[config.mk]
export PLATFORM = sky130hd
export DESIGN_NAME = golomb_result_recorder_flat
export DESIGN_NICKNAME = d
export VERILOG_FILES = /design/src/rtl/golomb_result_recorder_pkg.sv /design/src/rtl/golomb_result_recorder_if.sv /design/src/rtl/golomb_result_recorder_ruler_buf.sv /design/src/rtl/golomb_result_recorder.sv /design/src/flat_wrapper.sv
export SDC_FILE = /design/constraint.sdc
export NUM_CORES = 1
export LEC_CHECK = 0
export CAP_MARGIN = 20
export CORE_AREA = 2 2 163 165
export CTS_CLUSTER_DIAMETER = 150
export DETAILED_ROUTE_END_ITERATION = 7
export DIE_AREA = 0 0 165 167
export PLACE_DENSITY_LB_ADDON = 0.15
export SETUP_SLACK_MARGIN = 0.02
export SYNTH_ARGS = -nofsm -noshare
export SYNTH_HDL_FRONTEND = slang
export SYNTH_SLANG_ARGS = --single-unit
[constraint.sdc]
create_clock -name clock -period 2.38 [get_ports clock]
set_input_delay 0.238 -clock clock [delete_from_list [all_inputs] [get_ports clock]]
set_output_delay 0.238 -clock clock [all_outputs]
set_load 0.1 [all_outputs]
[src/rtl/golomb_result_recorder_pkg.sv]
// Shared definitions for the Golomb result recorder slice.
// Holds the default geometry (mark count, mark width, limit reset value),
// the counter width, the stream FSM state type and the index-width helper.
package golomb_result_recorder_pkg;

  localparam int NUMPOS_DEF     = 5;    // index of last mark
  localparam int VAL_W_DEF      = 8;    // width of one mark value
  localparam int LIMIT_INIT_DEF = 255;  // search bound after reset (exclusive)
  localparam int CNT_W          = 16;   // found/drop counter width

  typedef enum logic {
    IDLE   = 1'b0,
    STREAM = 1'b1
  } state_t;

  // Bits needed to address mark indices 0..numpos.
  function automatic int idx_w(input int numpos);
    return (numpos < 1) ? 1 : $clog2(numpos + 1);
  endfunction

endpackage

[src/rtl/golomb_result_recorder_if.sv]
// Mark stream port: one beat per mark, valid/ready handshake.
//   out_valid  beat valid               (master -> slave)
//   out_ready  consumer accepts beat    (slave  -> master)
//   out_index  mark index of the beat   (master -> slave)
//   out_mark   mark value of the beat   (master -> slave)
//   out_last   beat carries index NUMPOS (master -> slave)
interface golomb_result_recorder_if
  import golomb_result_recorder_pkg::*;
#(
  parameter int NUMPOS = NUMPOS_DEF,
  parameter int VAL_W  = VAL_W_DEF
) ();

  localparam int IDX_W = idx_w(NUMPOS);

  logic             out_valid;
  logic             out_ready;
  logic [IDX_W-1:0] out_index;
  logic [VAL_W-1:0] out_mark;
  logic             out_last;

  modport master (
    output out_valid, out_index, out_mark, out_last,
    input  out_ready
  );

  modport slave (
    input  out_valid, out_index, out_mark, out_last,
    output out_ready
  );

endinterface

[src/rtl/golomb_result_recorder_ruler_buf.sv]
// golomb_ruler_buf: one ruler of NUMPOS+1 marks held in registers.
//   clock, reset  clock / synchronous active-high clear
//   load          capture din (all marks) at the clock edge
//   din           flat ruler, mark k at [k*VAL_W +: VAL_W]
//   rd_idx        mark index to read
//   rd_val        mark at rd_idx (combinational)
//   q             whole ruler, same flat layout as din
module golomb_ruler_buf
  import golomb_result_recorder_pkg::*;
#(
  parameter int NUMPOS = NUMPOS_DEF,
  parameter int VAL_W  = VAL_W_DEF,
  parameter int IDX_W  = idx_w(NUMPOS)
) (
  input  logic                        clock,
  input  logic                        reset,
  input  logic                        load,
  input  logic [(NUMPOS+1)*VAL_W-1:0] din,
  input  logic [IDX_W-1:0]            rd_idx,
  output logic [VAL_W-1:0]            rd_val,
  output logic [(NUMPOS+1)*VAL_W-1:0] q
);

  logic [NUMPOS:0][VAL_W-1:0] mem;

  always_ff @(posedge clock) begin
    if (reset)     mem <= '0;
    else if (load) mem <= din;
  end

  assign rd_val = mem[rd_idx];
  assign q      = mem;

endmodule

[src/rtl/golomb_result_recorder.sv]
// golomb_result_recorder: captures each ruler the leaf counter reports,
// tightens the shared search limit to its length and streams its marks out.
// One ruler streams while at most one waits; a newer find replaces a waiting one.
//   clock, reset        clock / synchronous active-high reset
//   leaf_ready          leaf counter result-ready flag
//   leaf_succ           leaf counter success flag
//   leaf_val            leaf (last) mark position
//   marks_in            flat marks, mark k at [k*VAL_W +: VAL_W]
//   limit               exclusive upper bound fed to every mark counter
//   limit_upd           one-cycle pulse in the cycle limit takes its new value
//   out (master)        mark stream: out_valid/out_ready/out_index/out_mark/out_last
//   found_cnt           accepted rulers, saturating
//   drop_cnt            waiting rulers overwritten before streaming, saturating
module golomb_result_recorder
  import golomb_result_recorder_pkg::*;
#(
  parameter int NUMPOS     = NUMPOS_DEF,
  parameter int VAL_W      = VAL_W_DEF,
  parameter int LIMIT_INIT = LIMIT_INIT_DEF
) (
  input  logic                        clock,
  input  logic                        reset,
  input  logic                        leaf_ready,
  input  logic                        leaf_succ,
  input  logic [VAL_W-1:0]            leaf_val,
  input  logic [(NUMPOS+1)*VAL_W-1:0] marks_in,
  output logic [VAL_W-1:0]            limit,
  output logic                        limit_upd,
  golomb_result_recorder_if.master    out,
  output logic [CNT_W-1:0]            found_cnt,
  output logic [CNT_W-1:0]            drop_cnt
);

  localparam int               IDX_W     = idx_w(NUMPOS);
  localparam int               RULER_W   = (NUMPOS+1)*VAL_W;
  localparam logic [IDX_W-1:0] LAST_IDX  = IDX_W'(NUMPOS);
  localparam logic [VAL_W-1:0] LIMIT_RST = VAL_W'(LIMIT_INIT);

  state_t             state, state_n;
  logic [IDX_W-1:0]   idx_q, idx_n;
  logic               valid_q, valid_n;
  logic               pend_valid, pend_valid_n;
  logic               leaf_ready_q;

  logic               cap, accept, hs, last_hs;
  logic               stream_ld, stream_from_pend, pend_ld, drop_inc;
  logic [RULER_W-1:0] new_ruler, stream_din, pend_q, stream_q;
  logic [VAL_W-1:0]   stream_mark, pend_mark;
  logic               unused_bits;

  // leaf_succ stays high until the leaf is re-enabled, so only the rising
  // edge of leaf_ready counts. leaf_ready_q resets high so a leaf that is
  // already ready out of reset does not produce a spurious capture.
  assign cap     = leaf_succ & leaf_ready & ~leaf_ready_q;
  assign accept  = cap & (leaf_val < limit);
  assign hs      = valid_q & out.out_ready;
  assign last_hs = hs & (idx_q == LAST_IDX);

  // The leaf reports its own position separately; the top slot of marks_in
  // is not trusted.
  always_comb begin
    new_ruler = marks_in;
    new_ruler[NUMPOS*VAL_W +: VAL_W] = leaf_val;
  end

  assign stream_din = stream_from_pend ? pend_q : new_ruler;

  golomb_ruler_buf #(.NUMPOS(NUMPOS), .VAL_W(VAL_W), .IDX_W(IDX_W)) stream_buf (
    .clock  (clock),
    .reset  (reset),
    .load   (stream_ld),
    .din    (stream_din),
    .rd_idx (idx_q),
    .rd_val (stream_mark),
    .q      (stream_q)
  );

  golomb_ruler_buf #(.NUMPOS(NUMPOS), .VAL_W(VAL_W), .IDX_W(IDX_W)) pend_buf (
    .clock  (clock),
    .reset  (reset),
    .load   (pend_ld),
    .din    (new_ruler),
    .rd_idx ('0),
    .rd_val (pend_mark),
    .q      (pend_q)
  );

  assign unused_bits = ^{stream_q, pend_mark};

  // Stream FSM: next state and buffer control.
  always_comb begin
    state_n          = state;
    idx_n            = idx_q;
    valid_n          = valid_q;
    pend_valid_n     = pend_valid;
    stream_ld        = 1'b0;
    stream_from_pend = 1'b0;
    pend_ld          = 1'b0;
    drop_inc         = 1'b0;
    unique case (state)
      IDLE: begin
        if (accept) begin
          stream_ld = 1'b1;
          idx_n     = '0;
          valid_n   = 1'b1;
          state_n   = STREAM;
        end
      end
      STREAM: begin
        if (last_hs) begin
          idx_n = '0;
          if (accept) begin
            // Newest ruler goes straight out; a waiting one is now stale.
            stream_ld = 1'b1;
            if (pend_valid) begin
              pend_valid_n = 1'b0;
              drop_inc     = 1'b1;
            end
          end else if (pend_valid) begin
            stream_ld        = 1'b1;
            stream_from_pend = 1'b1;
            pend_valid_n     = 1'b0;
          end else begin
            valid_n = 1'b0;
            state_n = IDLE;
          end
        end else begin
          if (hs) idx_n = idx_q + IDX_W'(1);
          if (accept) begin
            pend_ld      = 1'b1;
            pend_valid_n = 1'b1;
            if (pend_valid) drop_inc = 1'b1;
          end
        end
      end
      default: state_n = IDLE;
    endcase
  end

  always_ff @(posedge clock) begin
    if (reset) begin
      state        <= IDLE;
      idx_q        <= '0;
      valid_q      <= 1'b0;
      pend_valid   <= 1'b0;
      leaf_ready_q <= 1'b1;
      limit        <= LIMIT_RST;
      limit_upd    <= 1'b0;
      found_cnt    <= '0;
      drop_cnt     <= '0;
    end else begin
      state        <= state_n;
      idx_q        <= idx_n;
      valid_q      <= valid_n;
      pend_valid   <= pend_valid_n;
      leaf_ready_q <= leaf_ready;
      limit_upd    <= accept;
      if (accept) limit <= leaf_val;
      if (accept && found_cnt != '1) found_cnt <= found_cnt + CNT_W'(1);
      if (drop_inc && drop_cnt != '1) drop_cnt <= drop_cnt + CNT_W'(1);
    end
  end

  assign out.out_valid = valid_q;
  assign out.out_index = idx_q;
  assign out.out_mark  = stream_mark;
  assign out.out_last  = valid_q & (idx_q == LAST_IDX);

endmodule
[src/flat_wrapper.sv]
// flat-port wrapper written by rule: the top's interface ports become plain ports
module golomb_result_recorder_flat import golomb_result_recorder_pkg::*;
#(
  parameter int NUMPOS     = NUMPOS_DEF,
  parameter int VAL_W      = VAL_W_DEF,
  parameter int LIMIT_INIT = LIMIT_INIT_DEF
)
  (clock, reset, leaf_ready, leaf_succ, leaf_val, marks_in, limit, limit_upd, found_cnt, drop_cnt, out_out_valid, out_out_index, out_out_mark, out_out_last, out_out_ready);
  golomb_result_recorder_if #(.NUMPOS(NUMPOS), .VAL_W(VAL_W)) out_i ();
  input  logic clock;
  input  logic reset;
  input  logic leaf_ready;
  input  logic leaf_succ;
  input  logic [VAL_W-1:0] leaf_val;
  input  logic [(NUMPOS+1)*VAL_W-1:0] marks_in;
  output logic [VAL_W-1:0] limit;
  output logic limit_upd;
  output logic [CNT_W-1:0] found_cnt;
  output logic [CNT_W-1:0] drop_cnt;
  output wire logic [$bits(out_i.out_valid)-1:0] out_out_valid;
  output wire logic [$bits(out_i.out_index)-1:0] out_out_index;
  output wire logic [$bits(out_i.out_mark)-1:0] out_out_mark;
  output wire logic [$bits(out_i.out_last)-1:0] out_out_last;
  input wire logic [$bits(out_i.out_ready)-1:0] out_out_ready;
  assign out_out_valid = out_i.out_valid;
  assign out_out_index = out_i.out_index;
  assign out_out_mark = out_i.out_mark;
  assign out_out_last = out_i.out_last;
  assign out_i.out_ready = out_out_ready;
  golomb_result_recorder #(.NUMPOS(NUMPOS), .VAL_W(VAL_W), .LIMIT_INIT(LIMIT_INIT)) u_core (.clock(clock), .reset(reset), .leaf_ready(leaf_ready), .leaf_succ(leaf_succ), .leaf_val(leaf_val), .marks_in(marks_in), .limit(limit), .limit_upd(limit_upd), .out(out_i), .found_cnt(found_cnt), .drop_cnt(drop_cnt));
endmodule
# After elaboration in Yosys (flattened, before gate mapping)

Index checks and enable logic that the tools add are counted.

Register bits after elaboration: 144
Bits of input ports: 61
Output and inout bits: 54
Logic and storage cells: 75

Add/sub/neg operators: 3
$lt $le $gt $ge: 2
Equal/unequal tests: 8
Muxes and demuxes: 27
Bitwise logic cells: 8
Reductions and logical operators: 6

Operators by type and width:

| kind                                                   | count |
|---|---|
| two-way mux 48 bit                                     | 1 |
| adder 16 x 1 -> 16 bit (second input constant)         | 2 |
| inequality test 16 bit (second input constant)         | 2 |
| binary-select mux 8 bit (select 3 bit)                 | 1 |
| two-way mux 1 bit                                      | 17 |
| two-way mux 3 bit                                      | 3 |
| < comparator 8 bit                                     | 1 |
| two-way mux 8 bit                                      | 1 |
| AND 1 bit                                              | 6 |
| inequality test 2 bit (second input constant)          | 3 |
| case mux 1 bit (2 select lines)                        | 3 |
| case mux 3 bit (2 select lines)                        | 1 |
| < comparator 3 x 4 -> 1 bit (second input constant)    | 1 |
| AND reduction 2 bit                                    | 2 |
| AND reduction 4 bit                                    | 1 |
| adder 3 x 1 -> 3 bit (second input constant)           | 1 |
| equality test 3 bit (second input constant)            | 1 |
| inequality test 3 bit (second input constant)          | 1 |
| logical AND 1 bit                                      | 2 |
| inequality test 2 x 1 -> 1 bit (second input constant) | 1 |
| inverter 1 bit                                         | 2 |
| nonzero test 2 bit                                     | 1 |

# Longest topological paths before layout

Gate-level depths: netlist (run 1).

Depth in word-level cells: 7
Gate-level depth with buffers: 10
Mapped depth without buffers: 7

# Modules after synthesis

From an unflattened synthesis (run 1), not the netlist that was laid out.

Cells, all modules: 756
Area, all modules: 7,425.9 µm²

Modules (own cells, without submodules):

| module                 | times used | cells each | area each (µm²) | seq. area each (µm²) |
|---|---|---|---|---|
| golomb_ruler_buf       | 2          | 203        | 2,117.0         | 960.9 |
| golomb_result_recorder | 1          | 350        | 3,191.8         | 960.9 |

# Worst setup path after synthesis (run 1)

No wires, ideal clock.

Path type: register to output
Start point: reg u_core.idx_q[0] (netlist: u_core.out.out_index[0])
End point: out out_out_mark[0]
Arrival time: 3.419 ns
Path slack: -1.277 ns
Stages on the path, launching flop included: 5
Buffers on the path: 2
Path through: dfxtp_1 > clkbuf_1 > buf_1 > mux2i_1 > o22ai_1

Word-level cells in the longest chain between the ends: 2

RTL lines:

| element                                 | line                                   | RTL |
|---|---|---|
| start, declared                         | golomb_result_recorder.sv:40           | `logic [IDX_W-1:0] idx_q, idx_n;` |
| start signal, assigned                  | golomb_result_recorder.sv:153          | `idx_q <= idx_n;` |
| binary-select mux 8 bit (select 3 bit)  | golomb_result_recorder_ruler_buf.sv:31 | `assign rd_val = mem[rd_idx];` |
| two-way mux 8 bit (implied by the code) | golomb_result_recorder_ruler_buf.sv:31 |  |
| end, declared                           | flat_wrapper.sv:22                     | `output wire logic [$bits(out_i.out_mark)-1:0] out_out_mark;` |

Every way passes these cells. The select of a mux whose other input is x is not followed.

# Final worst setup path (run 1)

Start point: reg u_core.limit[7]
End point: reg u_core.drop_cnt[6]

Word-level cells in the longest chain between the ends: 5

RTL lines:

| element                | line                                                         | RTL |
|---|---|---|
| start, declared        | golomb_result_recorder.sv:27                                 | `output logic [VAL_W-1:0] limit,` |
| start signal, assigned | golomb_result_recorder.sv:158                                | `if (accept) limit <= leaf_val;` |
| < comparator 8 bit     | golomb_result_recorder.sv:55                                 | `assign accept = cap & (leaf_val < limit);` |
| AND 1 bit              | golomb_result_recorder.sv:55                                 |  |
| two-way mux 1 bit      | golomb_result_recorder.sv:112, golomb_result_recorder.sv:129 |  |
| two-way mux 1 bit      | golomb_result_recorder.sv:100                                | `unique case (state)` |
| logical AND 1 bit      | golomb_result_recorder.sv:160                                | `if (drop_inc && drop_cnt != '1) drop_cnt <= drop_cnt + CNT_W'(1);` |
| end signal, assigned   | golomb_result_recorder.sv:160                                |  |
| end, declared          | golomb_result_recorder.sv:31                                 | `output logic [CNT_W-1:0] drop_cnt` |

Every way passes these cells.
A chain may end at the register's enable or synchronous reset.

==> flow_summary.yaml, run 1 <==
power:
  combPwrFrac_pct: 9.4
  intPower_mw: 4.233
  total_power_mw: 5.696
  seqPwrFrac_pct: 43.5
  powerDensity_nw_per_um2: 590.3
  p_sw_mw: 1.463
  peakVddDrop_mv: 0.3921
  swShare_pct: 25.69
  clkPwrFrac_pct: 47.1
  p_leak_nw: 3.270
place:
  post-place-ws_ns: -0.3105
  port_buffers: 106
  dp.cells: 1244
  detailed_place_hpwl_um: 14430
  placed_area_sq_um: 8890
  gp_congestion: 0.7427
timing:
  fin_crit_sh_pct: 95.24
  tightest_slew_ns: 0.7968
  whs_ns: 0.2980
  max-slew-margin-rel_pct: 46.75
  min_period_ns: 2.267
  rsz0062_at_grt: "false"
  finalHoldViolCount: 0
  skew_ns: 0.01155
  fin_setup_tns_ns: 0
  setup_viol: 0
  fmax_ghz: 0.4412
  maxSlewViolCount: 0
  fin_ws_ns: 0.1132
finish:
  fin_area_sq_um: 9651
  area_growth_pct: 39.63
  multi_input_area_sq_um: 3985
  fill_cells: 2590
  final_nets: 1003
  final_cells: 1279
  drive_above_1_share_pct: 23.62
  n_antenna_cell: 0
  regArea_sq_um: 2940
  post-route-util_pct: 37.46
global_route:
  met2_usage_pct: 23.82
  grtUsageMet3_pct: 3.337
  overflow: 0
  met1_usage_pct: 22.59
  grt_pass1_vias: 5976
  grt_pass1_wl_um: 33890
  grt_busiest_layer: "met2"
  grt_max_degree: 78
  grt_usage_pct: 15.66
  antenna_found_initial: 0
floorplan:
  num_rows: 59
  die_h_um: 167
  io_pins: 115
  start_util_pct: 26.83
  die_area_sq_um: 27560
  core_area_sq_um: 25760
  dieWidth_um: 165
clock_tree:
  htree_levels: 4
  path_clk_slew_ns: 0.07
  ctsRootBufferMaster: "clkbuf_16"
  cts_buffers: 17
  cts_sinks: 144
  clock_latency_ns: 0.42
  cts_buffer_depth: 2
  cts_tree: "built"
setup_path:
  end_kind: "flop"
  cp_max_fo: 14
  cp_top_family: "compound AO/OA/AOI/OAI gates"
  crit_arrival_ns: 2.58
  path_class: "flop to flop"
  path_buf_inv: 2
  max_stage_delay_ns: 0.36
  path_cells: "inv_2 > ha_1 > and2_4 > o2111a_1 > a211o_4 > buf_12 > nor4_4 > mux2_2"
  required_ns: 2.69
  slowest_stage: "dfxtp_4"
  start_kind: "flop"
drt:
  routed_wl_um: 21770
  drt_iter0_markers: 391
  num_vias: 6369
  antenna_left: 0
  drtPass1Iterations: 5
  wl_per_cell_um: 17.02
  viasPerCell: 4.980
  remaining_drc_errors: 0
yosys:
  synth-seq-cells: 144
  synth.distinct_cells: 51
  synth_top_area_share_pct: 41.71
  yosysWarnings: 0
  netlist_area_sq_um: 6912
  synth_edf_count: 0
  synth_async_sr_flop_share_pct: 0
  synth_seq_area_share_pct: 41.71
  yosysTopAreaCell: "dfxtp_1"
  synthTopCellsByArea: "dfxtp_1, mux2i_1, a2111oi_0"
  synth-main-ff-cell: "dfxtp_1"
  postSynthAreaPerCell_sq_um: 8.470
  synth_nets: 888
  postSynthCellCount: 816
run_status:
  status: "completed"
flow_run:
  max_cap_violations: 0
worst_hold_path:
  hold_path_class: "input port to flop"
## cells by family after synthesis
| kind of cell | count (synthesis) | share of synthesized area, % |
|---|---|---|
| buf+inv | 84 | 5.141 |
| simple gates | 265 | 17.45 |
| mux | 68 | 11.37 |
| flops | 144 | 41.71 |
| fa+ha+maj | 11 | 1.991 |
| compound gates | 244 | 22.34 |
## power by group through the flow
stage / clock [mW] / sequential, mW / combinational [mW]
final: 2.68 / 2.48 / 0.534
after global routing: 2.88 / 2.48 / 0.573
after CTS: 2.78 / 2.48 / 0.513
after detailed placement: 0 / 2.53 / 0.511
after global placement: 0 / 2.53 / 0.512
after floorplan: 0 / 2.57 / 0.212
## per-layer routing
layer / part of all wire (%) / vias up
li1: - / 3228
met1: 50 / 3036
met2: 46 / 94
met3: 3.4 / 11
met4: 0.76 / 0
met5: 0 / -
## synthesized netlist by cell type, types with 3 or more instances
cell type,number
dfxtp_1,144
or3b_2,4
a2111oi_0,48
mux2i_1,56
o211ai_1,11
mux4_2,8
nand2_1,81
and3_1,3
o22ai_1,8
ha_1,11
o31ai_1,12
buf_2,14
nor4_1,3
or4_1,12
buf_4,4
and2_1,3
a21oi_1,82
nor2b_1,6
o2111ai_1,3
buf_1,3
or3_1,10
clkbuf_1,44
mux2_2,3
o41ai_1,4
o21ai_0,63
nor3_1,4
nand3_1,15
nand4_1,6
inv_1,18
nor2_1,109
## layout make-up
type	count	area share, %
clock buffers	18	4.447
clock inverters	14	1.608
inverters	18	0.7001
multi-input cells	589	41.29
flip-flops and latches	144	30.47
well taps	335	4.343
repair buffers	161	17.14
## flip-flops by register name (all words and copies together) (netlist names)
signal,cells
u_core.pend_buf.q,48
u_core.stream_buf.q,48
u_core.drop_cnt,16
u_core.found_cnt,16
u_core.limit,8
u_core.out.out_index,3
u_core.leaf_ready_q,1
u_core.limit_upd,1
u_core.out.out_valid,1
u_core.pend_valid,1
u_core.state,1
## final timing paths
path / start / endpoint / slack, ns / cells past startpoint
setup / recovery: u_core.limit[7] / u_core.drop_cnt[6] / 0.11 / 8
hold reg to reg: u_core.pend_buf.q[41] / u_core.pend_buf.q[41] / 0.48 / 2
hold / removal: reset / u_core.pend_buf.q[41] / 0.30 / 2
setup reg to reg: u_core.limit[7] / u_core.drop_cnt[6] / 0.11 / 8
## layout by cell type, fill, tap and decap left out, types with 3 or more instances in the layout
cell type	Yosys	final
dfxtp_2	0	22
o31ai_1	12	12
o21ai_0	63	63
inv_6	0	3
buf_4	4	85
or4_1	12	11
o41ai_1	4	4
clkdlybuf4s50_1	0	51
dfxtp_1	144	114
mux2i_1	56	56
inv_1	18	16
a21oi_2	0	3
nand3_1	15	15
ha_1	11	8
o22ai_4	0	8
or3b_2	4	4
clkinv_4	0	3
mux2_2	3	3
a2111oi_0	48	21
nand2_1	81	80
a2111oi_1	0	21
o211ai_1	11	11
nand4_1	6	6
nor2_1	109	108
mux4_2	8	8
nor3_1	4	4
a21oi_1	82	79
buf_12	0	24
dfxtp_4	0	8
clkbuf_16	0	18
a2111oi_2	0	6
or3_1	10	10
nor2b_1	6	6
## repair_timing
action	CTS	global route
resized for setup	0	46
hold buffers	0	0
buffers inserted	0	1
setup endpoints to repair	0	86
(Power assumes the default switching activity.)
==> inputs of run 2 (changes only) <==
RECOVER_POWER = 50   (was not set)
==> run 2 against run 1 <==
  * Largest power group unchanged
  * Core utilization decreased by 0.86 points
  * Combinational power decreased by 2%
  * Cell count unchanged
==> flow_summary.yaml, run 2 (synthesized netlist as in run 1, its figures left out) <==
run_status:
  status: "completed"
timing:
  setup_viol: 0
  whs_ns: 0.3000
  min_period_ns: 2.280
  max-slew-margin-rel_pct: 19.64
  maxSlewViolCount: 0
  fmax_ghz: 0.4386
  tightest_slew_ns: 1.211
  fin_ws_ns: 0.09981
  fin_crit_sh_pct: 95.81
  rsz0062_at_grt: "false"
  finalHoldViolCount: 0
  skew_ns: 0.01119
place:
  detailed_place_hpwl_um: 14430
  post-place-ws_ns: -0.3105
  gp_congestion: 0.7427
  port_buffers: 106
clock_tree:
  ctsRootBufferMaster: "clkbuf_16"
  cts_sinks: 144
  clock_latency_ns: 0.42
  cts_buffers: 17
  path_clk_slew_ns: 0.07
  cts_tree: "built"
  cts_buffer_depth: 2
  htree_levels: 4
  holdBufCountCts: 0
finish:
  area_growth_pct: 36.40
  final_nets: 1003
  layout_commonest_cell: "dfxtp_1"
  drive_above_1_share_pct: 18.54
  n_antenna_cell: 0
  post-route-util_pct: 36.59
  most-common-layout-cells: "dfxtp_1, nor2_1, nand2_1, a21oi_1, o21ai_0"
  fill_cells: 2643
global_route:
  antenna_found_initial: 0
  grt_max_degree: 78
  grt_pass1_wl_um: 33890
  grt_usage_pct: 15.66
  grt_pass1_vias: 5976
  overflow: 0
worst_hold_path:
  hold_path_class: "input port to flop"
  hp-start: "reset"
flow_run:
  max_cap_violations: 0
drt:
  drt_iter0_markers: 419
  wl_per_cell_um: 16.97
  num_vias: 6323
  viasPerCell: 4.944
  routed_wl_um: 21710
  antenna_left: 0
  remaining_drc_errors: 0
  drtPass1Iterations: 4
power:
  powerDensity_nw_per_um2: 602.8
  p_leak_nw: 3.073
  peakVddDrop_mv: 0.3906
setup_path:
  required_ns: 2.69
  crit_arrival_ns: 2.59
  rr_startpoint: "u_core.limit[7]"
  start_kind: "flop"
  path_class: "flop to flop"
  regToRegSetupSlack_ns: 0.1
  end_kind: "flop"
  cp_max_fo: 14
  startpoint: "u_core.limit[7]"
floorplan:
  num_rows: 59
  core_area_sq_um: 25760
  start_util_pct: 26.83
  die_h_um: 167
  die_area_sq_um: 27560
  io_pins: 115
  dieWidth_um: 165
## run 2: through the flow
stage | instance area (sq um) | instances | total power [mW] | TNS [ns]
2_1_floorplan | 7108 | 816 | 2.778 | 0
6_report | 9428 | 1279 | 5.683 | 0
3_3_place_gp | 8890 | 1244 | 3.043 | -23.68
5_1_grt | 9428 | 1279 | 5.923 | 0
4_1_cts | 9474 | 1276 | 5.770 | 0
3_5_place_dp | 8890 | 1244 | 3.043 | -27.84
## run 2: power by group
part / leakage, nW / internal (mW) / switching (mW)
logic: 1.61 / 0.217 / 0.305
registers: 1.17 / 2.44 / 0.0333
clock network: 0.284 / 1.56 / 1.12
total: 3.07 / 4.22 / 1.46
## run 2: per-layer routing
metal / routed length (um) / vias up / GRT usage, %
li1: - / 3224 / -
met1: 10650 / 2998 / 22.59
met2: 10040 / 90 / 23.82
met3: 860 / 11 / 3.337
met4: 161 / 0 / 3.516
met5: 0 / - / 0
## run 2: path summary, 6_finish.rpt
path	end	cells past startpoint
hold / removal	u_core.pend_buf.q[41]	2
setup / recovery	u_core.drop_cnt[6]	8
setup reg to reg	u_core.drop_cnt[6]	8
hold reg to reg	u_core.pend_buf.q[41]	2
## run 2: area by class of cell
| cell class | instances | area [sq um] | share of cell area [%] |
|---|---|---|---|
| multi-input cells | 589 | 3981 | 42.23 |
| inverters | 18 | 67.56 | 0.7167 |
| clock inverters | 14 | 155.1 | 1.646 |
| clock buffers | 18 | 429.2 | 4.552 |
| flip-flops and latches | 144 | 2940 | 31.19 |
| repair buffers | 161 | 1435 | 15.22 |
| well taps | 335 | 419.2 | 4.446 |
## run 2: timing repair
| action | CTS | global route |
|---|---|---|
| setup buffers | 0 | 1 |
| endpoints found under the setup margin | 0 | 86 |
| gates resized for setup | 0 | 46 |
| endpoints found under the hold margin | 0 | 0 |
## run 2: worst max-delay path: stages, from the launching register on
cell and delay [ns]:
dfxtp_4 0.35, inv_1 0.05, ha_1 0.31, and2_4 0.19
o2111a_1 0.14, a211o_4 0.36, buf_12 0.15, nor4_4 0.26
mux2_2 0.36
==> inputs of run 3 (changes only) <==
CTS_BUF_LIST = sky130_fd_sc_hd__clkbuf_2   (was not set)
==> run 3 against run 2 <==
  * The run now ends with negative setup slack left
  * Count of clock-buffer cells in the layout unchanged
  * Worst hold slack got worse by 0.20 ns
  * Global-route usage increased by 0.088 points
  * Cell count increased by 2.2%
  * Flip-flop and latch count unchanged
  * Setup slack got worse by 0.12 ns
  * Core utilization increased by 0.37 points
  * Routed wire length increased by 1.5%
  * Via count increased by 1.7%
  * Fmax decreased by 4.9%
  * Clock power decreased by 44%
  * Combinational power increased by 5.0%
==> flow_summary.yaml, run 3 (synthesized netlist as in run 1, its figures left out) <==
clock_tree:
  path_clk_slew_ns: 0.25
  ctsRootBufferMaster: "clkbuf_2"
  clock_latency_ns: 0.71
  cts_sinks: 144
  cts_tree: "built"
  cts_buffer_depth: 2
  cts_buffers: 17
  htree_levels: 4
setup_path:
  cp_top_family: "compound AO/OA/AOI/OAI gates"
  path_buf_inv: 3
  slowest_stage: "or4_4"
  max_stage_delay_ns: 0.51
  reg2reg_depth: 9
  end_kind: "flop"
  start_kind: "flop"
  cp_num_cells: 9
  path_cells: "inv_4 > ha_4 > a211oi_2 > clkbuf_1 > o21ai_1 > a211o_4 > clkbuf_16 > or4_4 > a21oi_2"
  required_ns: 3.06
  crit_arrival_ns: 3.07
  path_class: "flop to flop"
  cp_max_fo: 7
global_route:
  grt_usage_pct: 15.74
  grt_max_degree: 78
  overflow: 0
  grt_pass1_wl_um: 34160
  antenna_found_initial: 1
  grt_pass1_vias: 6062
drt:
  antenna_left: 0
  num_vias: 6431
  routed_wl_um: 22030
  wl_per_cell_um: 16.86
  remaining_drc_errors: 0
  drtPass1Iterations: 5
  viasPerCell: 4.920
  drt_iter0_markers: 412
finish:
  final_nets: 1030
  fin_area_sq_um: 9523
  most-common-layout-cells: "dfxtp_1, nor2_1, nand2_1, a21oi_1, clkbuf_2"
  area_growth_pct: 37.78
  drive_above_1_share_pct: 25.85
  layout_commonest_cell: "dfxtp_1"
  regArea_sq_um: 2937
  fill_cells: 2640
  multi_input_area_sq_um: 4024
power:
  total_power_mw: 4.534
  peakVddDrop_mv: 0.2649
  p_leak_nw: 3.248
  powerDensity_nw_per_um2: 476.1
place:
  detailed_place_hpwl_um: 14430
  placed_area_sq_um: 8890
  gp_congestion: 0.7427
  port_buffers: 106
timing:
  rsz0062_at_grt: "true"
  tightest_slew_ns: 1.025
  setup_viol: 6
  finalHoldViolCount: 0
  min_period_ns: 2.397
  maxSlewViolCount: 0
  fmax_ghz: 0.4172
  fin_crit_sh_pct: 100.7
  skew_ns: 0.03589
  max-slew-margin-rel_pct: 31.65
  fin_ws_ns: -0.01672
floorplan:
  die_h_um: 167
  die_area_sq_um: 27560
  num_rows: 59
  core_area_sq_um: 25760
  dieWidth_um: 165
  start_util_pct: 26.83
  io_pins: 115
worst_hold_path:
  hold_path_depth: 3
  hold_path_class: "input port to flop"
run_status:
  status: "finished with violations"
  violations: "negative setup slack"
flow_run:
  max_cap_violations: 0
==> run 3: cell count changes in the layout (fill, tap and decap cells not counted), sizes merged <==
cell / previous run / this run
diode: 0 / 1
o21ai: 66 / 65
buf: 57 / 67
dlygate4sd3: 1 / 19
clkbuf: 71 / 70
clkdlybuf4s50: 50 / 51
==> run 3: through the flow <==
step | instances | worst slack, ns | hold WS [ns] | TNS, ns | util (%)
after floorplan | 816 | 0.02807 | 0.3446 | 0 | -
after global placement | 1244 | -0.2688 | 0.4661 | -23.68 | 34.51
after detailed placement | 1244 | -0.3105 | 0.4682 | -27.84 | 34.51
after CTS | 1293 | -0.09648 | 0.001295 | -0.5946 | 36.33
after global routing | 1307 | -0.1502 | 0.003413 | -4.240 | 36.96
final | 1307 | -0.01672 | 0.09883 | -0.04910 | 36.96
==> run 3: layout make-up <==
type | count | area share (%)
sequential | 144 | 30.84
multi-input combinational | 588 | 42.25
clock buffer | 18 | 0.9460
inverter | 18 | 0.7358
tap | 335 | 4.402
antenna | 1 | 0.02628
clock inverter | 14 | 1.629
timing repair buffer | 189 | 19.17
==> run 3: final timing paths <==
kind	slack (ns)	to	startpoint
min	0.1	u_core.pend_buf.q[24]	marks_in[24]
max	-0.02	u_core.drop_cnt[7]	u_core.limit[2]
max reg2reg	-0.02	u_core.drop_cnt[7]	u_core.limit[2]
min reg2reg	0.49	u_core.pend_buf.q[41]	u_core.pend_buf.q[41]
==> run 3: worst reg2reg max path, stage by stage, from the launching register on <==
cell and delay (ns):
dfxtp_1 0.42, inv_4 0.05, ha_4 0.21, a211oi_2 0.25, clkbuf_1 0.12, o21ai_1 0.11, a211o_4 0.41, clkbuf_16 0.18
or4_4 0.51, a21oi_2 0.13
==> run 3: timing repair <==
action | in CTS | in global routing
setup endpoints to repair | 9 | 106
buffers inserted | 2 | 6
gates cloned | 0 | 3
hold buffers | 15 | 4
resized for setup | 22 | 52
endpoints found under the hold margin | 43 | 4
pin swaps | 0 | 16
==> run 3: metal layers <==
layer | track usage, % | up-vias | share of wire, %
met1 | 22.83 | 3053 | 50
met5 | 0 | - | 0
li1 | - | 3281 | -
met2 | 23.95 | 91 | 46
met3 | 3.263 | 6 | 3.0
met4 | 3.403 | 0 | 0.55
==> run 3: power by group <==
group / internal [mW] / switching [mW]
clock network: 0.504 / 0.993
registers: 2.45 / 0.0359
logic: 0.242 / 0.307
total: 3.20 / 1.34
==> RTL change (settings of run 2) <==
Put one more register stage on the output `found_cnt`, without a reset. The value now appears one clock later. The other outputs are not delayed to match.
--- a/src/rtl/golomb_result_recorder.sv
+++ b/src/rtl/golomb_result_recorder.sv
@@ -36,4 +36,6 @@
   localparam logic [IDX_W-1:0] LAST_IDX  = IDX_W'(NUMPOS);
   localparam logic [VAL_W-1:0] LIMIT_RST = VAL_W'(LIMIT_INIT);
+
+  logic [CNT_W-1:0] found_cnt_s0;
 
   state_t             state, state_n;
@@ -147,5 +149,5 @@
       limit        <= LIMIT_RST;
       limit_upd    <= 1'b0;
-      found_cnt    <= '0;
+      found_cnt_s0 <= '0;
       drop_cnt     <= '0;
     end else begin
@@ -157,5 +159,5 @@
       limit_upd    <= accept;
       if (accept) limit <= leaf_val;
-      if (accept && found_cnt != '1) found_cnt <= found_cnt + CNT_W'(1);
+      if (accept && found_cnt_s0 != '1) found_cnt_s0 <= found_cnt_s0 + CNT_W'(1);
       if (drop_inc && drop_cnt != '1) drop_cnt <= drop_cnt + CNT_W'(1);
     end
@@ -167,3 +169,7 @@
   assign out.out_last  = valid_q & (idx_q == LAST_IDX);
 
+  always_ff @(posedge clock) begin
+    found_cnt <= found_cnt_s0;
+  end
+
 endmodule
Behaviour: not the same (Yosys sat finds a counterexample within 4 cycles, from zero or initial values and one cycle with reset high).
==> RTL change against run 2 <==
  * Setup slack better by 0.0030 ns
  * Routed wire length decreased by 2.6%
  * Sequential cell count is 16 higher
  * Die area stayed put
  * Final area fell by 0.94%
  * Synthesized area shrank 1.8%
  * Power up 4.6%
  * Largest cell class unchanged
==> RTL change: results (changes against run 2) <==
metric;value;unit;change
status;complete, no violations;;unchanged
Final Skew;0.0121;ns;was 0.0112 ns
met3 global-route usage;2.91;%;was 3.34%
Crit path largest cell delay;0.51;ns;was 0.36 ns
complex-gate fraction of the synthesized area;18.2;%;was 22.3%
mux cell area share after synthesis;5.00;%;was 11.4%
largest net degree at the start of global routing;73;;was 78
hpwl dp;13800;um;was 14400 um
Seq pwr share;46.0;%;was 43.6%
switch share;25.4;%;was 25.7%
CP max stage cell;or4_1;;was a211o_4
DP Cell Count;1228;;was 1244
met1 WL;9890;um;was 10600 um
WL final;21100;um;was 21700 um
Placer Congestion;0.733;;was 0.743
worst hold endpoint;u_core.drop_cnt[12]$_SDFFE_PP0P_;;was u_core.pend_buf.q[41]$_SDFFE_PP0P_
Crit Path Max Fanout;7;;was 14
post-DR wirelength/cell;16.7;um;was 17.0 um
hold slack;0.214;ns;was 0.300 ns
Yosys cell types;50;;was 51
post-synth net total;861;;was 888
register area share after synthesis;47.2;%;was 41.7%
Cell Area, Placed;8840;um^2;was 8890 um^2
GR Layer Usage met2;25.3;%;was 23.8%
Pleak;0.00327;uW;was 0.00307 uW
DR vias/cell;4.91;;was 4.94
vias in the first global route;6109;;was 5976
measured slew at the worst slew-check pin;1.26;ns;was 1.21 ns
Max VDD drop;334;uV;was 391 uV
reg2reg start;u_core.limit[2]$_SDFFE_PP1P_;;was u_core.limit[7]$_SDFFE_PP1P_
sequential power;2740;uW;was 2480 uW
Mapped Cells;789;;was 816
first-pass GRT wire length;34100;um;was 33900 um
met2 wire len;10100;um;was 10000 um
r2r endpoint;u_core.drop_cnt[5]$_SDFFE_PP0P_;;was u_core.drop_cnt[6]$_SDFFE_PP0P_
share of cells above drive strength 1;19.5;%;was 18.5%
# nets final;990;;was 1003
Post-CTS Resized;1;;was 0
met1 usage;21.3;%;was 22.6%
GRT Total Usage;15.7;%;about the same
met3 routed WL;886;um;was 860 um
==> RTL change: changes by cell type after synthesis, sizes merged, moves of 12 or more <==
cell,before,now
nand2,81,120
mux2i,56,8
nor3,4,53
o21ai,65,15
nor2,109,71
a2111oi,48,0
nor4,3,15
dfxtp,144,160
o221ai,1,40
==> RTL change: stage by stage <==
stage / TNS, ns / utilization, % / setup slack (ns)
2_1_floorplan: 0 / - / 0.0185
3_3_place_gp: -14.71 / 34.3 / -0.338
3_5_place_dp: -14.00 / 34.3 / -0.324
4_1_cts: 0 / 36.6 / 0.0432
5_1_grt: 0 / 36.2 / 0.00237
6_report: 0 / 36.2 / 0.103
==> RTL change: area by class of cell <==
cell class	instances	area, um^2
clock buffer	19	453
clock inverter	13	126
fill	2676	16400
inverter	23	88.8
multi-input combinational	546	3490
sequential	160	3250
tap	335	419
timing repair buffer	170	1510
